==> src/rtl/regfile_read_stage.sv <==
// ============================================================================
// regfile_read_stage
//
// Operand-read stage between decode and execute. It is the read side of a
// register file whose storage is written on the falling clock edge. The
// stage drives the file read addresses, samples operands on the rising edge
// into a one-entry output buffer, and keeps a busy-bit scoreboard of
// destination registers whose writeback has not yet arrived. Issue stalls
// until every source/destination hazard is resolved by a writeback.
//
// Ports
//   clk              clock; all state updates on the rising edge
//   reset            synchronous, active-low reset
//   in_valid         decoded instruction present
//   in_ready         stage accepts the instruction this cycle
//   in_rs1, in_rs2   source register indices
//   in_rd            destination register index
//   in_rd_we         instruction writes in_rd
//   rf_rs1_addr,
//   rf_rs2_addr      register-file read addresses (follow in_rs1/in_rs2)
//   rf_rs1_data,
//   rf_rs2_data      combinational register-file read data
//   wb_valid         writeback this cycle (file write lands on the negedge)
//   wb_addr          writeback register index
//   flush            squash the held output entry
//   out_valid        operands held for execute
//   out_ready        execute consumes the held entry
//   out_rs1_data,
//   out_rs2_data     sampled operands
//   out_rd           held destination index
//   out_rd_we        held destination write enable
//   stall_count      saturating count of hazard-stall cycles
// ============================================================================
module regfile_read_stage #(
    parameter int DATA_WIDTH      = 32,
    parameter int ADDR_WIDTH      = 5,
    parameter int NUM_REGS        = 32,
    parameter int STALL_CNT_WIDTH = 16
) (
    input  logic                       clk,
    input  logic                       reset,

    input  logic                       in_valid,
    output logic                       in_ready,
    input  logic [ADDR_WIDTH-1:0]      in_rs1,
    input  logic [ADDR_WIDTH-1:0]      in_rs2,
    input  logic [ADDR_WIDTH-1:0]      in_rd,
    input  logic                       in_rd_we,

    output logic [ADDR_WIDTH-1:0]      rf_rs1_addr,
    output logic [ADDR_WIDTH-1:0]      rf_rs2_addr,
    input  logic [DATA_WIDTH-1:0]      rf_rs1_data,
    input  logic [DATA_WIDTH-1:0]      rf_rs2_data,

    input  logic                       wb_valid,
    input  logic [ADDR_WIDTH-1:0]      wb_addr,

    input  logic                       flush,

    output logic                       out_valid,
    input  logic                       out_ready,
    output logic [DATA_WIDTH-1:0]      out_rs1_data,
    output logic [DATA_WIDTH-1:0]      out_rs2_data,
    output logic [ADDR_WIDTH-1:0]      out_rd,
    output logic                       out_rd_we,

    output logic [STALL_CNT_WIDTH-1:0] stall_count
);

    typedef enum logic {
        EMPTY = 1'b0,
        FULL  = 1'b1
    } state_t;

    state_t                state;
    logic [NUM_REGS-1:0]   busy;
    logic [NUM_REGS-1:0]   busy_next;
    logic [NUM_REGS-1:0]   wb_hit;
    logic [NUM_REGS-1:0]   eff_busy;

    logic                  hazard;
    logic                  accept;
    logic                  set_rd;
    logic                  squash;
    logic                  stall_inc;
    logic                  stall_sat;

    // The file is addressed straight from decode; no registering here.
    assign rf_rs1_addr = in_rs1;
    assign rf_rs2_addr = in_rs2;

    assign out_valid = (state == FULL);

    // One-hot decode of this cycle's writeback.
    always_comb begin
        wb_hit = '0;
        if (wb_valid) begin
            wb_hit[wb_addr] = 1'b1;
        end
    end

    // A writeback landing this cycle is written on the negedge, so the new
    // value is already on rf_*_data at the next posedge: no bypass needed,
    // the busy bit is simply treated as clear.
    assign eff_busy = busy & ~wb_hit;

    // The destination term blocks WAW so that at most one write per register
    // is outstanding and a single busy bit suffices.
    assign hazard = eff_busy[in_rs1]
                  | eff_busy[in_rs2]
                  | (in_rd_we & eff_busy[in_rd]);

    // reset gates in_ready so nothing is accepted during a reset cycle.
    assign in_ready = reset && !flush && !hazard && (!out_valid || out_ready);
    assign accept   = in_valid && in_ready;

    // Writes to x0 are dropped, so they never mark anything busy.
    assign set_rd   = accept && in_rd_we && (in_rd != '0);

    // Flushing an empty stage has nothing to squash.
    assign squash   = flush && out_valid;

    assign stall_inc = in_valid && hazard && !flush;
    assign stall_sat = &stall_count;

    // Scoreboard next-state. Later assignments override earlier ones, which
    // gives the required priority: a new set beats a same-cycle clear.
    // NOTE: always_comb uses blocking '=' and assigns a default first so the
    // block is purely combinational and no latch is inferred.
    always_comb begin
        busy_next = busy;
        if (wb_valid) begin
            busy_next[wb_addr] = 1'b0;
        end
        // The squashed instruction's write will never arrive; release it.
        if (squash && out_rd_we) begin
            busy_next[out_rd] = 1'b0;
        end
        if (set_rd) begin
            busy_next[in_rd] = 1'b1;
        end
        busy_next[0] = 1'b0;
    end

    // NOTE: sequential state uses non-blocking '<=' so every flop samples the
    // pre-edge values regardless of statement order.
    always_ff @(posedge clk) begin
        if (!reset) begin
            // NOTE: the scoreboard and output buffer are ordinary flops, not
            // RAM, so they are cleared here; an entry held across reset is
            // discarded and any later writeback clears an already-clear bit.
            state        <= EMPTY;
            busy         <= '0;
            out_rs1_data <= '0;
            out_rs2_data <= '0;
            out_rd       <= '0;
            out_rd_we    <= 1'b0;
            stall_count  <= '0;
        end else begin
            busy <= busy_next;

            if (stall_inc && !stall_sat) begin
                stall_count <= stall_count + STALL_CNT_WIDTH'(1);
            end

            // Data registers load only on accept; a flush leaves stale data
            // behind, which is harmless because out_valid drops.
            if (accept) begin
                out_rs1_data <= (in_rs1 == '0) ? '0 : rf_rs1_data;
                out_rs2_data <= (in_rs2 == '0) ? '0 : rf_rs2_data;
                out_rd       <= in_rd;
                out_rd_we    <= in_rd_we && (in_rd != '0);
            end

            case (state)
                EMPTY: begin
                    if (accept) begin
                        state <= FULL;
                    end
                end
                FULL: begin
                    // Accept while FULL already implies out_ready.
                    if (flush) begin
                        state <= EMPTY;
                    end else if (accept) begin
                        state <= FULL;
                    end else if (out_ready) begin
                        state <= EMPTY;
                    end
                end
                default: state <= EMPTY;
            endcase
        end
    end

endmodule

==> config.mk <==
export PLATFORM = sky130hd
export DESIGN_NAME = regfile_read_stage
export DESIGN_NICKNAME = d
export VERILOG_FILES = /design/src/rtl/regfile_read_stage.sv
export SDC_FILE = /design/constraint.sdc
export NUM_CORES = 1
export LEC_CHECK = 0
export ABC_AREA = 1
export ABC_CLOCK_PERIOD_IN_PS = 5900
export CORE_ASPECT_RATIO = 1.4
export CORE_MARGIN = 8
export CORE_UTILIZATION = 54
export DETAILED_ROUTE_END_ITERATION = 16
export DONT_BUFFER_PORTS = 1
export PLACE_DENSITY = 0.78
export SLEW_MARGIN = 20
export SYNTH_ARGS = -nofsm -noshare
export SYNTH_HDL_FRONTEND = slang
export SYNTH_SLANG_ARGS = --single-unit
==> constraint.sdc <==
create_clock -name clk -period 5.9 [get_ports clk]
set_input_delay 1.18 -clock clk [delete_from_list [all_inputs] [get_ports clk]]
set_output_delay 1.18 -clock clk [all_outputs]
set_load 0.005 [all_outputs]
==> flow_metrics.env <==
export IMPL_drive_above_1_share_pct=5.309
export IMPL_cts_max_path_buffers=2
export IMPL_worstPathRequired_ps=4720
export IMPL_setup_viol=0
export IMPL_fin_crit_sh_pct=70.46
export IMPL_relSlewSlack_pct=28.23
export IMPL_startpoint_type="input pin"
export IMPL_critPathLaunch="wb_addr[1]"
export IMPL_p_sw_share_pct=26.48
export IMPL_dr_total_vias=7086
export IMPL_hpwl_um=16130
export IMPL_finClkSkew_ps=8.853
export IMPL_post_cts_buffers=0
export IMPL_reg2reg_from="busy[3]"
export IMPL_p_int_mw=1.550
export IMPL_p_leak_nw=3.562
export IMPL_fmax_ghz=0.2406
export IMPL_crit_type="input pin to output port"
export IMPL_syn_nets=1259
export IMPL_antenna_left=0
export IMPL_powerDensity_nw_per_um2=277.4
export IMPL_antenna_found_initial=0
export IMPL_die_area_um2=16940
export IMPL_crit_slowest_cell="o21ai_0"
export IMPL_stdcell_count=1302
export IMPL_highest_layer="met4"
export IMPL_grt_pass1_vias=6774
export IMPL_seq_power_share_pct=39.9
export IMPL_layout_commonest_cell="nand2_1"
export IMPL_cap_viol_max_count=0
export IMPL_slew_violations=0
export IMPL_status="complete, no violations"
export IMPL_combPwrFrac_pct=8.7
export IMPL_numPlacedInstances=1270
export IMPL_ctsHoldBuffers=0
export IMPL_route_met2_wl_um=10820
export IMPL_hold_viol=0
export IMPL_pin_count=189
export IMPL_final_setup_worst_slack_ps=1743
export IMPL_ys_seq_elements=118
export IMPL_ys_seq_area_share_pct=33.68
export IMPL_fp_dieW_um=112.3
export IMPL_drt_met1_wl_um=7835
export IMPL_rsz0062_at_grt="no"
export IMPL_cts_tree="yes"
export IMPL_route_detailed_drc=0
export IMPL_cts_buffers=17
export IMPL_worst_pin_slew_ps=1070
export IMPL_cts_sinks=118
export IMPL_via_per_inst=5.442
export IMPL_fp_row_count=49
export IMPL_syn_avg_cell_area_um2=6.010
export IMPL_cts_clk_slew_worst_paths_ps=60
export IMPL_grt_pass1_wl_um=34120
export IMPL_p_total_mw=2.108
export IMPL_mostFrequentLayoutCells="nand2_1 (308), inv_1 (196), nor2_1 (146)"
export IMPL_grt_max_degree=76
export IMPL_root_buffer="clkbuf_16"
export IMPL_ir_worst_vdd_mv=0.2815
export IMPL_wl_um=22020
export IMPL_synth_warnings=0
export IMPL_place_congestion=1.094
export IMPL_io_buffers=0
export IMPL_path_cells="nand3_1 > o21ai_0 > nand2_1 > nand3_1 > nand2_1 > nand3_1 > nand2_1 > nand2_1 > nand2_1 > nor2_2 > nand3_2 > inv_1"
export IMPL_cp_arrival_ps=2980
export IMPL_die_h_um=150.9
export IMPL_period_minus_slack_ps=4157
export IMPL_overflow=0
export IMPL_pre_cts_slack_ps=1800
export IMPL_slowest_delay_ps=430
export IMPL_worstSetupEndpointType="output port"
export IMPL_htreeDepth=4
export IMPL_crit_top_cell="nand2_1"
export IMPL_firstDrtPassIters=5
export IMPL_p_sw_mw=0.5582
export IMPL_syn_area_um2=7014
export IMPL_routedWlPerCell_um=16.91
export IMPL_power_frac_clock_pct=51.4
export IMPL_crit_fanout=8
export IMPL_cts_repair_resize_count=0
export IMPL_synthToLayoutAreaGrowth_pct=8.348
export IMPL_clock_latency_ps=410
export IMPL_antenna_cells=0
export IMPL_netlist_instances=1167
export IMPL_dr_wl_met3_um=2238
export IMPL_fin_setup_tns_ps=0
export IMPL_finalNetCount=1228
export IMPL_start_util_pct=55.00
export IMPL_grt_usage_pct=25.49
export IMPL_hold_path_class="register to register"
export IMPL_core_um2=12750
export IMPL_synth_distinct_cells=31
export IMPL_hp_start="out_rd[1]"
export IMPL_first_iter_violations=508
==> final cells by class <==
type / count / area, um^2
clock inverter: 15 / 190.2
multi-input combinational: 788 / 3595
tap: 153 / 191.4
clock buffer: 17 / 425.4
inverter: 203 / 763.2
fill: 1236 / 5152
timing repair buffer: 8 / 72.57
sequential: 118 / 2362
==> cell families (layout without fill, tap and decap cells) <==
| group | after synthesis | after routing | synth area share, % |
|---|---|---|---|
| and+or+nand+nor | 584 | 584 | 34.78 |
| buffers and inverters | 261 | 243 | 15.25 |
| AOI/OAI and AO/OA | 190 | 190 | 14.48 |
| DFF | 118 | 118 | 33.68 |
| xor gates and xnor gates | 13 | 13 | 1.623 |
| adders and majority gates | 1 | 1 | 0.1784 |
==> metal layers <==
| metal | track usage [%] | vias up |
|---|---|---|
| met1 | 25.39 | 3124 |
| met3 | 10.34 | 82 |
| met4 | 16.59 | 0 |
| met2 | 43.61 | 341 |
| met5 | 0 | - |
| li1 | - | 3539 |
==> state kept, by name (all words and copies together) (netlist names) <==
| signal | flops |
|---|---|
| out_rs1_data | 32 |
| out_rs2_data | 32 |
| busy | 31 |
| stall_count | 16 |
| out_rd | 5 |
| out_rd_we | 1 |
| out_valid | 1 |
==> worst max-delay path: cells and delay by family <==
kind                   cells  cell delay [ps]
AO/OA/AOI/OAI              1              430
buffers and inverters      1              150
AND/OR/NAND/NOR           10             1220
==> synth_stat cells (all sizes together) <==
master | number | area [um^2]
nor3 | 8 | 40.04
xnor2 | 5 | 43.79
clkbuf | 27 | 102.6
nor4 | 4 | 25.02
ha | 1 | 12.51
o21a | 3 | 22.52
nor3b | 1 | 7.510
a21oi | 56 | 280.3
clkinv | 3 | 11.26
o21ai | 107 | 535.5
nand4 | 6 | 37.54
dfxtp | 118 | 2362
nand3 | 107 | 595.6
nand2 | 309 | 1162
nor2 | 149 | 571.8
o22ai | 2 | 12.51
inv | 200 | 750.7
xor2 | 8 | 70.07
buf | 31 | 205.2
o21bai | 21 | 157.7
a21boi | 1 | 7.510
==> power groups by stage <==
stage                     registers [mW]  logic, mW  clock network, mW
final                              0.842      0.182               1.08
after global routing               0.844      0.206               1.13
after CTS                          0.842      0.180               1.09
after detailed placement           0.859      0.179                  0
after global placement             0.859      0.177                  0
after floorplan                    0.851      0.154                  0
==> worst paths after layout <==
path | end | slack, ps | depth (start not counted)
max | in_ready | 1740 | 12
min | out_rd[1] | 520 | 2
min reg2reg | out_rd[1] | 520 | 2
max reg2reg | out_rs1_data[18] | 3240 | 16
==> per-stage QoR <==
step / hold WS (ps) / area, um^2 / util, %
after global routing: 541.5 / 7600 / 59.60
after CTS: 523.3 / 7600 / 59.60
after detailed placement: 514.7 / 6984 / 54.77
after global placement: 515.4 / 6984 / 54.77
after floorplan: 473.1 / 7014 / -
final: 516.4 / 7600 / 59.60
Note: power is estimated with default switching activity, not from simulation.
